File: src/rtl/sraml_axi_bridge.sv
// SRAM-like inst/data masters to a single AXI3 master port.
// One single-beat transaction in flight; data side wins arbitration.
module sraml_axi_bridge (
  input  logic        clk,
  input  logic        rst,
  input  logic        inst_req,
  input  logic        inst_wr,
  input  logic [1:0]  inst_size,
  input  logic [31:0] inst_addr,
  input  logic [31:0] inst_wdata,
  output logic        inst_addr_ok,
  output logic        inst_data_ok,
  output logic [31:0] inst_rdata,
  input  logic        data_req,
  input  logic        data_wr,
  input  logic [1:0]  data_size,
  input  logic [31:0] data_addr,
  input  logic [31:0] data_wdata,
  output logic        data_addr_ok,
  output logic        data_data_ok,
  output logic [31:0] data_rdata,
  output logic [3:0]  arid,
  output logic [31:0] araddr,
  output logic [2:0]  arsize,
  output logic        arvalid,
  input  logic        arready,
  input  logic [3:0]  rid,
  input  logic [31:0] rdata,
  input  logic        rlast,
  input  logic        rvalid,
  output logic        rready,
  output logic [31:0] awaddr,
  output logic [2:0]  awsize,
  output logic        awvalid,
  input  logic        awready,
  output logic [31:0] wdata,
  output logic [3:0]  wstrb,
  output logic        wvalid,
  input  logic        wready,
  input  logic        bvalid,
  output logic        bready
);

  localparam logic [2:0] S_IDLE = 3'd0;
  localparam logic [2:0] S_AR   = 3'd1;
  localparam logic [2:0] S_R    = 3'd2;
  localparam logic [2:0] S_AW   = 3'd3;
  localparam logic [2:0] S_B    = 3'd4;

  logic [2:0]  state_q, state_d;
  logic        owner_q, owner_d;
  logic        wr_q, wr_d;
  logic [1:0]  size_q, size_d;
  logic [31:0] addr_q, addr_d;
  logic [31:0] wdata_q, wdata_d;
  logic        aw_done_q, aw_done_d;
  logic        w_done_q, w_done_d;
  logic [31:0] inst_rdata_q, data_rdata_q;
  logic        inst_ok_q, data_ok_q;
  logic        idle_free, accept;
  logic        aw_fin, w_fin;
  logic [3:0]  strb;
  logic        unused_ok;

  assign unused_ok = ^{inst_wr, inst_wdata, rid, rlast};

  // No accept during a data_ok cycle: next request waits one more cycle.
  assign idle_free = (state_q == S_IDLE) & ~rst
                   & ~inst_ok_q & ~data_ok_q;
  assign data_addr_ok = idle_free & data_req;
  assign inst_addr_ok = idle_free & inst_req & ~data_req;
  assign accept = data_addr_ok | inst_addr_ok;

  assign aw_fin = aw_done_q | (awvalid & awready);
  assign w_fin  = w_done_q | (wvalid & wready);

  always_comb begin
    state_d = state_q;
    unique case (state_q)
      S_IDLE:
        if (accept)
          state_d = (data_addr_ok & data_wr) ? S_AW : S_AR;
      S_AR: if (arready) state_d = S_R;
      S_R:  if (rvalid) state_d = S_IDLE;
      S_AW: if (aw_fin & w_fin) state_d = S_B;
      S_B:  if (bvalid) state_d = S_IDLE;
      default: state_d = S_IDLE;
    endcase
  end

  always_comb begin
    owner_d = owner_q;
    wr_d    = wr_q;
    size_d  = size_q;
    addr_d  = addr_q;
    wdata_d = wdata_q;
    if (data_addr_ok) begin
      owner_d = 1'b1;
      wr_d    = data_wr;
      size_d  = data_size;
      addr_d  = data_addr;
      wdata_d = data_wdata;
    end else if (inst_addr_ok) begin
      owner_d = 1'b0;
      wr_d    = 1'b0;
      size_d  = inst_size;
      addr_d  = inst_addr;
      wdata_d = 32'h0;
    end
  end

  always_comb begin
    aw_done_d = 1'b0;
    w_done_d  = 1'b0;
    if (state_q == S_AW && !(aw_fin && w_fin)) begin
      aw_done_d = aw_fin;
      w_done_d  = w_fin;
    end
  end

  always_ff @(posedge clk or posedge rst) begin
    if (rst) begin
      state_q      <= S_IDLE;
      owner_q      <= 1'b0;
      wr_q         <= 1'b0;
      size_q       <= 2'd0;
      addr_q       <= 32'h0;
      wdata_q      <= 32'h0;
      aw_done_q    <= 1'b0;
      w_done_q     <= 1'b0;
      inst_rdata_q <= 32'h0;
      data_rdata_q <= 32'h0;
      inst_ok_q    <= 1'b0;
      data_ok_q    <= 1'b0;
    end else begin
      state_q   <= state_d;
      owner_q   <= owner_d;
      wr_q      <= wr_d;
      size_q    <= size_d;
      addr_q    <= addr_d;
      wdata_q   <= wdata_d;
      aw_done_q <= aw_done_d;
      w_done_q  <= w_done_d;
      inst_ok_q <= (state_q == S_R) & rvalid & ~owner_q;
      data_ok_q <= ((state_q == S_R) & rvalid & owner_q)
                 | ((state_q == S_B) & bvalid);
      if (state_q == S_R && rvalid && !owner_q)
        inst_rdata_q <= rdata;
      if (state_q == S_R && rvalid && owner_q)
        data_rdata_q <= rdata;
    end
  end

  always_comb begin
    strb = 4'b1111;
    unique case (size_q)
      2'd0: strb = 4'b0001 << addr_q[1:0];
      2'd1: strb = addr_q[1] ? 4'b1100 : 4'b0011;
      default: strb = 4'b1111;
    endcase
  end

  assign inst_data_ok = inst_ok_q;
  assign data_data_ok = data_ok_q;
  assign inst_rdata   = inst_rdata_q;
  assign data_rdata   = data_rdata_q;

  assign arid    = {3'b000, owner_q};
  assign araddr  = addr_q;
  assign arsize  = {1'b0, size_q};
  assign arvalid = (state_q == S_AR);
  assign rready  = (state_q == S_R);

  assign awaddr  = addr_q;
  assign awsize  = {1'b0, size_q};
  assign awvalid = (state_q == S_AW) & ~aw_done_q;
  assign wdata   = wdata_q;
  assign wstrb   = (state_q == S_AW) ? strb : 4'b0000;
  assign wvalid  = (state_q == S_AW) & ~w_done_q;
  assign bready  = (state_q == S_B);

endmodule
File: config.mk
export PLATFORM = sky130hd
export DESIGN_NAME = sraml_axi_bridge
export DESIGN_NICKNAME = d
export VERILOG_FILES = /design/src/rtl/sraml_axi_bridge.sv
export SDC_FILE = /design/constraint.sdc
export NUM_CORES = 1
export LEC_CHECK = 0
export ABC_AREA = 1
export CAP_MARGIN = 20
export CORE_AREA = 2 2 143 145
export CTS_CLUSTER_DIAMETER = 150
export DETAILED_ROUTE_END_ITERATION = 10
export DIE_AREA = 0 0 145 147
export GPL_TIMING_DRIVEN = 1
export HOLD_SLACK_MARGIN = 0.15
export PLACE_DENSITY = 0.67
export RECOVER_POWER = 50
export REMOVE_ABC_BUFFERS = 1
export SLEW_MARGIN = 20
export SYNTH_ARGS = -nofsm -noshare
export SYNTH_HDL_FRONTEND = slang
export SYNTH_SLANG_ARGS = --single-unit
export TNS_END_PERCENT = 1
File: constraint.sdc
create_clock -name clk -period 18.4 [get_ports clk]
set_input_delay 3.68 -clock clk [delete_from_list [all_inputs] [get_ports clk]]
set_output_delay 3.68 -clock clk [all_outputs]
set_load 0.02 [all_outputs]
Word level (Yosys, flattened, before mapping)
Index checks and enable logic that the tools add are counted.
{"block": "totals", "reg_bits": 138, "inputBits": 180, "word_cells": 80, "output_inout_bits": 183}
{"block": "classes", "shift": 1, "bitwise": 27, "n_reduce_logical": 11, "n_mux": 20, "n_eq_ne": 10}
{"op": "2-to-1 mux 32 bit", "n": 4}
{"op": "AND 1 bit", "n": 16}
{"op": "2-to-1 mux 3 bit", "n": 5}
{"op": "case mux 3 bit (5 select lines)", "n": 1}
{"op": "2-to-1 mux 4 bit", "n": 2}
{"op": "inequality test 2 bit (second input constant)", "n": 4}
{"op": "case mux 4 bit (2 select lines)", "n": 1}
{"op": "NOT 1 bit", "n": 7}
{"op": "== test 3 x 2 -> 1 bit (second input constant)", "n": 2}
{"op": "2-to-1 mux 2 bit", "n": 3}
{"op": "logical AND 1 bit", "n": 5}
{"op": "AND reduction 5 bit", "n": 1}
{"op": "2-to-1 mux 1 bit", "n": 4}
{"op": "bitwise OR 1 bit", "n": 4}
{"op": "<< shifter 1 x 2 -> 4 bit (first input constant)", "n": 1}
{"op": "== test 3 x 1 -> 1 bit (second input constant)", "n": 1}
{"op": "== test 3 bit (second input constant)", "n": 1}
{"op": "logical NOT 3 bit", "n": 1}
{"op": "== test 2 x 1 -> 1 bit (second input constant)", "n": 1}
{"op": "logical NOT 1 bit", "n": 2}
{"op": "logical NOT 2 bit", "n": 1}
{"op": "inequality test 2 x 1 -> 1 bit (second input constant)", "n": 1}
{"op": "nonzero test 2 bit", "n": 1}

Longest topological paths before layout
{"block": "logic_depth", "depth_word": 9, "depth_mapped": 9, "mapped_depth_nobuf": 8}

Least setup slack after synthesis
Ideal clock, no wire load.
{"block": "synth_path", "kind": "in2out", "startpoint": "input port rst", "endpoint": "output port data_addr_ok", "path_buffers": 2, "setup_slack_ns": 7.055, "arrival_time_ns": 7.665, "cell_stages": 7, "cell_sequence": "inv_1 nand2_1 nor2_4 nand2_4 inv_2 buf_6 buf_4"}
{"block": "synth_between", "elab_chain_len": 5}
{"element": "from (decl)", "line_no": "5", "rtl": "input logic rst,"}
{"element": "NOT 1 bit", "line_no": "68", "rtl": "assign idle_free = (state_q == S_IDLE) & ~rst"}
{"element": "AND 1 bit", "line_no": "68"}
{"element": "AND 1 bit (2 in a row)", "line_no": "69", "rtl": "& ~inst_ok_q & ~data_ok_q;"}
{"element": "AND 1 bit", "line_no": "70", "rtl": "assign data_addr_ok = idle_free & data_req;"}
{"element": "to (decl)", "line_no": "19", "rtl": "output logic data_addr_ok,"}
No other way between the ends.

Worst setup path after layout
Ends and elaborated chain as after synthesis.

==> flow_metrics.tcl <==
set metrics [dict create \
    final_common_cell "clkdlybuf4s50_1" \
    leakagePower_nw 4.41 \
    yosysUniqueCellTypes 24 \
    yosysWarnings 0 \
    cts.sinks 138 \
    crit_required_ns 14.72 \
    cts_setup_buffers 0 \
    areaGrowthSynthToFinish_pct 64.3 \
    dp.cells 1139 \
    drive_gt1_frac 0.0500 \
    die_x_um 145 \
    holdCritPathClass "flip-flop to flip-flop" \
    drc 0 \
    gp_congestion 0.800 \
    fin_skew_ns 0.00717 \
    timing.fmax_ghz 0.0804 \
    first_pass_iters 4 \
    dieArea_um2 21300 \
    status "finished with violations" \
    layout_min_cycle_time_ns 12.44 \
    antenna_cells 0 \
    slew_headroom -1.26 \
    final_hold_viol_count 0 \
    stdcell_area_um2 9580 \
    htreeDepth 4 \
    clockRootBuffer "clkbuf_16" \
    clk_latency_ns 0.41 \
    synthesis.area_um2 5830 \
    cts_tree "yes" \
    nets 1068 \
    tns_ns 0 \
    yosys_register_bits 138 \
    clk_pin_slew_ns 0.06 \
    cap_violations 3 \
    coreArea_um2 19800 \
    startpoint_type "input pin" \
    worstPathArrival_ns 8.76 \
    final_cell_mix "229 x clkdlybuf4s50_1, 138 x dfrtp_1, 112 x nand2_1" \
    num_vias 5196 \
    violations "max-capacitance violations, max-slew violations" \
    peakVddDrop_mv 0.100 \
    grt_antenna_before_repair 0 \
    place_hpwl_um 12600 \
    syn_avg_cell_area_um2 9.48 \
    ant_nets 0 \
    grt_usage 0.171 \
    synth_area_leader_cell "dfrtp_1" \
    cts_hold_buffers 0 \
    grt_max_degree 75 \
    avgViaCountPerCell 4.44 \
    ys_seq_area_frac 0.592 \
    final_cells 1170 \
    finalSetupViolCount 0 \
    clk_path_buf_depth 2 \
    worstSetupPathType "input pin to primary output" \
    avgRoutedWirePerCell_um 15.5 \
    io_pins 363 \
    grt_pass1_wl_um 28600 \
    syn_inst 615 \
    cts_buffers 17 \
    grt_pass1_vias 5141 \
    powerDensity_nw_per_um2 179 \
    end_kind "primary output" \
    rsz0062_at_grt "false" \
    synth_area_leaders "dfrtp_1 59%, nand2_1 7.2%, o21ai_0 6.2%, o21ai_1 5.7%, buf_4 5.5%" \
    min_period_over_period 0.676 \
    drt_iter0_drc 149 \
    die_h_um 147 \
    cp_max_fo 74 \
    rows 52 \
    wirelength_um 18200 \
    dpl_cell_area_um2 8970 \
    postCtsResizedCells 0 \
    initial_core_util 0.294 \
    yosys.area.top_type_share 0.592 \
    slew_violations 206 \
    grt-ovfl-total 0 \
    tightest_slew_ns 3.37 \
    numPortBuffers 319 \
]
[cells by family (layout without fill, tap and decap cells)]
group,after synthesis,after routing,share of synthesized area
compound gates,177,177,0.174
buf+inv,129,410,0.115
flops,138,138,0.592
other cells,1,5,0.000643
simple gates,170,170,0.118
[synthesized netlist by cell type, drive strengths merged]
master	n
buf	61
nand4	3
a21oi	5
nor2	41
a22o	32
o21bai	1
o21ai	139
inv	55
nand2	113
conb	1
clkbuf	13
nor3	3
nand3	10
dfrtp	138
[state kept, by name (all words and copies together), names as in the netlist]
name / cells
araddr: 32
data_rdata: 32
inst_rdata: 32
wdata: 32
state_q: 3
size_q: 2
aw_done_q: 1
data_data_ok: 1
inst_data_ok: 1
owner_q: 1
w_done_q: 1
[stage by stage]
step / setup WS (ns) / power, mW / util / hold WS, ns
6_report: 5.96 / 1.72 / 0.483 / 0.474
5_1_grt: 5.09 / 1.82 / 0.483 / 0.493
4_1_cts: 8.53 / 1.78 / 0.483 / 0.489
3_5_place_dp: 8.53 / 1.41 / 0.452 / 0.474
3_3_place_gp: 8.54 / 1.39 / 0.452 / 0.465
2_1_floorplan: 6.70 / 0.941 / - / 0.561
[where the power goes]
| group | switching [mW] | internal [mW] |
|---|---|---|
| registers | 0.0921 | 0.441 |
| clock network | 0.135 | 0.228 |
| logic | 0.448 | 0.373 |
[final cells by class]
| class | count | area (µm²) |
|---|---|---|
| fill | 1902 | 10300 |
| sequential | 138 | 3450 |
| timing repair buffer | 324 | 3220 |
| multi-input combinational | 352 | 1730 |
| clock buffer | 18 | 429 |
| tap | 270 | 338 |
| inverter | 55 | 208 |
| clock inverter | 13 | 194 |
[worst max-delay path, stage by stage]
cell and delay (ns):
dlygate4sd3_1 0.54, clkinvlp_2 2.49, nand2_1 0.91, nor2_4 0.10, nand2_4 0.39, inv_2 0.07, clkdlybuf4s50_1 0.55
[final timing paths]
| kind | cells past startpoint | from | slack (ns) | to |
|---|---|---|---|---|
| worst min-delay path | 2 | inst_rdata[30] | 0.47 | inst_rdata[30] |
| worst max register to register | 5 | state_q[1] | 15.39 | data_rdata[31] |
| min in group asynchronous | 2 | rst | 4.70 | araddr[13] |
| max in group asynchronous | 3 | rst | 11.75 | inst_rdata[5] |
| worst max-delay path | 7 | rst | 5.96 | data_addr_ok |
| worst min register to register | 2 | inst_rdata[30] | 0.47 | inst_rdata[30] |
[layer usage]
metal,wire (µm),global-route usage,vias to the layer above
met2,8650,0.282,224
met5,0,0,-
met4,248,0.0545,0
li1,-,-,2519
met3,1360,0.0516,16
met1,7920,0.217,2437
Power figures use the tool's default switching activity.
